[src/rtl/clock_monitor.sv]
// clock_monitor
//   Measures a clock-like signal against the system clock. It reports the high
//   time, low time and period of sig_in in system-clock cycles. It also raises
//   sticky flags when a period is out of tolerance or when sig_in stops toggling.
//
// Ports
//   clock       in   system clock, all logic on posedge
//   reset       in   synchronous, active-high
//   enable      in   1 = monitor active, 0 = return to idle
//   sig_in      in   monitored signal, asynchronous to clock
//   clr_err     in   one-cycle pulse, clears the sticky error flags
//   high_time   out  last measured high phase, in cycles
//   low_time    out  last measured low phase, in cycles
//   period      out  high_time + low_time of the last full period (saturating)
//   meas_valid  out  one-cycle pulse when period is updated
//   period_err  out  sticky, a period fell outside EXP_PERIOD +/- TOL
//   stuck_err   out  sticky, no sig_in edge for TIMEOUT cycles
//   edge_count  out  rising edges seen while enabled, wraps

module clock_monitor #(
   parameter int unsigned CNT_W      = 16,
   parameter int unsigned EXP_PERIOD = 10,
   parameter int unsigned TOL        = 1,
   parameter int unsigned TIMEOUT    = 64
) (
   input  logic             clock,
   input  logic             reset,
   input  logic             enable,
   input  logic             sig_in,
   input  logic             clr_err,
   output logic [CNT_W-1:0] high_time,
   output logic [CNT_W-1:0] low_time,
   output logic [CNT_W-1:0] period,
   output logic             meas_valid,
   output logic             period_err,
   output logic             stuck_err,
   output logic [CNT_W-1:0] edge_count
);

   localparam int unsigned TMR_W = $clog2(TIMEOUT + 1);
   localparam logic [CNT_W:0] HI_LIM = (CNT_W+1)'(EXP_PERIOD + TOL);
   localparam logic [CNT_W:0] LO_LIM =
      (EXP_PERIOD > TOL) ? (CNT_W+1)'(EXP_PERIOD - TOL) : '0;

   typedef enum logic [1:0] {StIdle, StSync, StHigh, StLow} state_e;

   state_e state_q, state_d;

   logic s1_q, s2_q, s3_q;
   logic rise, fall;

   logic [CNT_W-1:0] cnt_q, cnt_d;
   logic [TMR_W-1:0] timer_q, timer_d;
   logic [CNT_W-1:0] high_q, high_d;
   logic [CNT_W-1:0] low_q, low_d;
   logic [CNT_W-1:0] period_q, period_d;
   logic             mvalid_q, mvalid_d;
   logic             perr_q, perr_d;
   logic             stuck_q, stuck_d;
   logic [CNT_W-1:0] edges_q, edges_d;

   logic [CNT_W:0]   sum_full;
   logic [CNT_W-1:0] sum_sat;
   logic             out_of_tol;
   logic             timeout_hit;

   assign rise = s2_q & ~s3_q;
   assign fall = ~s2_q & s3_q;

   // Period sum is one bit wider so an overflow can be clamped to all-ones.
   assign sum_full   = {1'b0, high_q} + {1'b0, cnt_q};
   assign sum_sat    = sum_full[CNT_W] ? '1 : sum_full[CNT_W-1:0];
   assign out_of_tol = ({1'b0, sum_sat} > HI_LIM) || ({1'b0, sum_sat} < LO_LIM);

   // Timer holds cycles since the last edge; the TIMEOUT-th edgeless cycle trips it.
   assign timeout_hit = ~(rise | fall) && (timer_q == TMR_W'(TIMEOUT - 1));

   always_comb begin
      state_d  = state_q;
      cnt_d    = cnt_q;
      timer_d  = timer_q;
      high_d   = high_q;
      low_d    = low_q;
      period_d = period_q;
      mvalid_d = 1'b0;
      perr_d   = perr_q;
      stuck_d  = stuck_q;
      edges_d  = edges_q;

      // Clear first so that a simultaneous error event below wins.
      if (clr_err) begin
         perr_d  = 1'b0;
         stuck_d = 1'b0;
      end

      if (state_q == StIdle) begin
         cnt_d   = '0;
         timer_d = '0;
         if (enable) begin
            state_d = StSync;
         end
      end else if (!enable) begin
         // Any partial measurement is dropped on the way back to idle.
         state_d = StIdle;
         cnt_d   = '0;
         timer_d = '0;
      end else begin
         if (rise || fall) begin
            cnt_d = CNT_W'(1);
         end else if (cnt_q != '1) begin
            cnt_d = cnt_q + CNT_W'(1);
         end

         if (rise || fall || timeout_hit) begin
            timer_d = '0;
         end else begin
            timer_d = timer_q + TMR_W'(1);
         end

         if (rise) begin
            edges_d = edges_q + CNT_W'(1);
         end

         unique case (state_q)
            StSync: begin
               if (rise) begin
                  state_d = StHigh;
               end
            end
            StHigh: begin
               if (fall) begin
                  high_d  = cnt_q;
                  state_d = StLow;
               end
            end
            StLow: begin
               if (rise) begin
                  low_d    = cnt_q;
                  period_d = sum_sat;
                  mvalid_d = 1'b1;
                  if (out_of_tol) begin
                     perr_d = 1'b1;
                  end
                  state_d = StHigh;
               end
            end
            default: ;
         endcase

         if (timeout_hit) begin
            stuck_d = 1'b1;
            state_d = StSync;
         end
      end
   end

   always_ff @(posedge clock) begin
      if (reset) begin
         state_q  <= StIdle;
         s1_q     <= 1'b0;
         s2_q     <= 1'b0;
         s3_q     <= 1'b0;
         cnt_q    <= '0;
         timer_q  <= '0;
         high_q   <= '0;
         low_q    <= '0;
         period_q <= '0;
         mvalid_q <= 1'b0;
         perr_q   <= 1'b0;
         stuck_q  <= 1'b0;
         edges_q  <= '0;
      end else begin
         state_q  <= state_d;
         s1_q     <= sig_in;
         s2_q     <= s1_q;
         s3_q     <= s2_q;
         cnt_q    <= cnt_d;
         timer_q  <= timer_d;
         high_q   <= high_d;
         low_q    <= low_d;
         period_q <= period_d;
         mvalid_q <= mvalid_d;
         perr_q   <= perr_d;
         stuck_q  <= stuck_d;
         edges_q  <= edges_d;
      end
   end

   assign high_time  = high_q;
   assign low_time   = low_q;
   assign period     = period_q;
   assign meas_valid = mvalid_q;
   assign period_err = perr_q;
   assign stuck_err  = stuck_q;
   assign edge_count = edges_q;

endmodule

[config.mk]
export PLATFORM = sky130hd
export DESIGN_NAME = clock_monitor
export DESIGN_NICKNAME = d
export VERILOG_FILES = /design/src/rtl/clock_monitor.sv
export SDC_FILE = /design/constraint.sdc
export NUM_CORES = 1
export LEC_CHECK = 0
export BUFFER_PORTS_ARGS = -buffer_cell sky130_fd_sc_hd__buf_2
export CELL_PAD_IN_SITES_DETAIL_PLACEMENT = 1
export CELL_PAD_IN_SITES_GLOBAL_PLACEMENT = 1
export CORE_MARGIN = 2
export CORE_UTILIZATION = 43
export CTS_BUF_LIST = sky130_fd_sc_hd__clkbuf_8
export CTS_CLUSTER_DIAMETER = 40
export DETAILED_ROUTE_END_ITERATION = 12
export PLACE_DENSITY_LB_ADDON = 0.25
export SLEW_MARGIN = 0
export SYNTH_ARGS = -nofsm -noshare
export SYNTH_HDL_FRONTEND = slang
export SYNTH_SLANG_ARGS = --single-unit
[constraint.sdc]
create_clock -name clock -period 3.54 [get_ports clock]
set_input_delay 0 -clock clock [delete_from_list [all_inputs] [get_ports clock]]
set_output_delay 0 -clock clock [all_outputs]
set_load 0.1 [all_outputs]
==> flow_summary_export.csv <==
group,metric,value,unit
setup_path,path_depth,10,
setup_path,reg2reg_from,"cnt_q[0]",
sta,fin_skew,0.009639,ns
sta,setup_ws,0.5844,ns
power_and_ir_drop,max-vdd-ir-drop,229.2,uV
sta,worstMarginPinSlew,0.8267,ns
detailed_routing,routed-via-count,3956,
clock_network,cts_tree,"done",
logic_synthesis,synth-seq-cells,95,
power_and_ir_drop,total_power,0.001856,W
setup_path,crit_chain,"ha_1 > fa_1 > a21oi_2 > o2111ai_2 > o22ai_2 > o21ai_2 > nand3_2 > nand2_2 > or3_1 > o31a_1",
detailed_routing,drc,0,
setup_path,crit_required,3.80,ns
logic_synthesis,synth.area.mux_share,0.6962,%
setup_path,worstPathArrival,3.21,ns
logic_synthesis,synth_area_leaders,"dfxtp_1 (42%), nand2_1 (6.9%), nor2_1 (6.1%), ha_1 (5.8%), a21oi_1 (5.5%)",
setup_path,rr_worst_depth,10,
placement,dpl_worst_slack,0.6169,ns
sta,rsz0062_at_grt,"false",
power_and_ir_drop,powerDensity,359.3,nW/um^2
setup_path,slowest_stage,"or3_1",
floorplanning,die_y,106.2,um
placement,hpwl,8540,um
logic_synthesis,synth_xor_xnor_area_share,7.602,%
sta,setup_viol,0,
hold_path,hp-class,"primary input to flop",
floorplanning,fp.dieArea,11280,um^2
setup_path,cp_max_fo,14,
sta,tns,0,ns
setup_path,crit_family,"compound AO/OA/AOI/OAI gates",
sta,finalCritPeriodShare,83.49,%
layout,instances_no_fill,746,
logic_synthesis,yosys.area_share.simple,26.93,%
sta,drv_slew,0,
setup_path,r2r-end,"period_err",
floorplanning,die_x,106.2,um
clock_network,cts_inserted_buffers,9,
clock_network,cts_sinks,95,
detailed_routing,dr_wl_met2,5510,um
hold_path,holdPathEnd,"meas_valid",
power_and_ir_drop,p_leak,2.124,nW
detailed_routing,drtPass1Iterations,4,
floorplanning,floorplan.initialDensity,43.92,%
grt,grt_pass1_vias,4008,
detailed_routing,drt-initial-drc-count,121,
setup_path,path_buf_inv,0,
hold_path,min_path_cells,2,
logic_synthesis,synth_edf_count,0,
detailed_routing,wl_met1,5454,um
logic_synthesis,ys_seq_area_share,42.33,%
setup_path,crit_path_start_kind,"flop",
floorplanning,rows,37,
detailed_routing,route.met3.wl,451,um
detailed_routing,top_layer,"met4",
placement,gp_congestion,0.7590,
sta,fin_crit,2.956,ns
layout,syn2layout_area_growth,14.95,%
flow_run,max_cap_viol_count,0,
clock_network,cts-root-buf,"clkbuf_8",
logic_synthesis,synth_top_family_by_area,"simple AND/OR/NAND/NOR gates",
sta,holdWs,0.1641,ns
setup_path,path_class,"flop to flop",
clock_network,post_cts_buffers,0,
logic_synthesis,avgSynthCellArea,8.244,um^2
floorplanning,core,10230,um^2
logic_synthesis,syn-num-nets,572,
clock_network,clk_latency,0.37,ns
clock_network,path_clk_slew,0.09,ns
grt,grt.total_usage,21.54,%
layout,fillCellCount,1289,
grt,grt_max_degree,39,
logic_synthesis,synth_cells,545,
detailed_routing,vias_per_cell,5.303,
logic_synthesis,synth_compound_area_share,12.64,%
detailed_routing,finalWirelength,11550,um
logic_synthesis,synth_fa_ha_area_share,6.294,%
logic_synthesis,yosysUniqueCellTypes,61,
layout,antenna_cells,0,
setup_path,slowest_delay,0.45,ns
floorplanning,ios,72,
grt,antenna_found_initial,0,
clock_network,cts-htree-levels,3,
logic_synthesis,synth_top_area_share,42.33,%
setup_path,end_kind,"flop",
sta,hold_viol,0,
outcome,outcome,"complete, no violations",
detailed_routing,wl_per_cell,15.48,um
logic_synthesis,synth_top_cell_by_area,"dfxtp_1",
sta,slew_headroom,44.59,%
logic_synthesis,yosys_most_used_dff,"dfxtp_1",
detailed_routing,final_antenna_net_count,0,
logic_synthesis,ys_warn_count,0,
layout,drive_gt1_share,17.38,%
placement,portBuffers,71,
setup_path,regToRegSetupSlack,0.58,ns
hold_path,hp-start,"reset",
grt,overflow,0,
clock_network,clockBufferDepth,2,
layout,nets,633,
sta,fmax,0.3383,GHz
placement,dp.cells,728,
logic_synthesis,synth-async-reset-ratio,0,%
logic_synthesis,synth_area,4493,um^2
grt,grt_pass1_wl,19560,um
placed cells by master, fill, tap and decap left out, types with 3 or more instances in the layout:
cell type | synthesis | layout
a211oi_1 | 3 | 3
a21oi_1 | 49 | 49
a21oi_2 | 3 | 3
and2_1 | 3 | 3
buf_2 | 5 | 71
buf_4 | 0 | 4
clkbuf_8 | 0 | 9
dfxtp_1 | 95 | 95
dlygate4sd3_1 | 0 | 3
ha_1 | 21 | 21
inv_1 | 10 | 13
nand2_1 | 82 | 82
nand2b_1 | 3 | 3
nand3_1 | 22 | 22
nand4_1 | 11 | 11
nor2_1 | 73 | 72
nor2b_1 | 6 | 6
nor3_1 | 28 | 28
nor3b_1 | 3 | 3
nor4_1 | 4 | 4
o21a_1 | 3 | 3
o21ai_0 | 9 | 9
o21ai_1 | 3 | 3
or3_1 | 3 | 3
xnor2_1 | 13 | 13
xor2_1 | 26 | 26
repair_timing:
action	CTS	global route
endpoints found under the hold margin	4	0
gates resized for setup	0	0
hold buffers	3	0
layout make-up:
cell class	count	area [um^2]	area share, %
Clock buffer	9	123.9	2.398
Multi-Input combinational cell	412	2436	47.17
Timing Repair Buffer	78	415.4	8.043
Inverter	10	37.54	0.7267
Tap cell	136	170.2	3.295
Sequential cell	95	1902	36.82
Clock inverter	6	80.08	1.550
layer usage:
metal	GRT usage (%)	vias to the layer above
li1	-	1984
met1	27.66	1895
met2	36.72	66
met3	4.414	11
met4	5.827	0
met5	0	-
synth_stat cells, types with 3 or more instances:
| master | instances |
|---|---|
| or3_1 | 3 |
| nand4_1 | 11 |
| a21oi_2 | 3 |
| inv_1 | 10 |
| clkbuf_1 | 21 |
| dfxtp_1 | 95 |
| xor2_1 | 26 |
| ha_1 | 21 |
| a21oi_1 | 49 |
| nor3b_1 | 3 |
| nor3_1 | 28 |
| and2_1 | 3 |
| nor2_1 | 73 |
| nand3_1 | 22 |
| a211oi_1 | 3 |
| xnor2_1 | 13 |
| o21ai_1 | 3 |
| nand2b_1 | 3 |
| buf_2 | 5 |
| o21ai_0 | 9 |
| nor4_1 | 4 |
| o21a_1 | 3 |
| nand2_1 | 82 |
| nor2b_1 | 6 |
logic make-up (layout without fill, tap and decap cells):
family,after synthesis,count (layout)
muxes,3,3
xor gates and xnor gates,39,39
adders and majority gates,22,22
and+or+nand+nor,257,257
AOI/OAI and AO/OA,91,91
DFF,95,95
buffers and inverters,38,103
worst max path at each step:
| stage | start | endpoint | slack (ns) |
|---|---|---|---|
| global route | cnt_q[0] | period_err | 0.43 |
| finish | cnt_q[0] | period_err | 0.58 |
| floorplan | high_time[0] | period_err | 0.46 |
| detailed placement | cnt_q[0] | period_err | 0.62 |
| global placement | cnt_q[0] | period_err | 0.72 |
| CTS | cnt_q[0] | period_err | 0.60 |
worst register-to-register path: stages, from the launching register on:
cell,delay [ns]
dfxtp_1,0.40
ha_1,0.27
fa_1,0.43
a21oi_2,0.19
o2111ai_2,0.17
o22ai_2,0.25
o21ai_2,0.11
nand3_2,0.10
nand2_2,0.16
or3_1,0.45
o31a_1,0.31
stage by stage:
step,utilization [%],cell area (um^2)
6_report,50.48,5165
5_1_grt,50.48,5165
4_1_cts,50.48,5165
3_5_place_dp,48.20,4931
3_3_place_gp,48.20,4931
2_1_floorplan,-,4493
where the power goes:
part           total [W]  internal, W  switching (W)
Clock           0.000751     0.000388       0.000363
Combinational  0.0000321   0.00000948      0.0000226
Sequential       0.00107      0.00107     0.00000259
Total            0.00186      0.00147       0.000389
flip-flops by register name, summed over array words and instances (netlist names), 2 cells and up:
register	cells
edge_count	16
state_q	2
low_time	16
high_time	16
cnt_q	16
period	16
timer_q	7
Power figures use the tool's default switching activity.
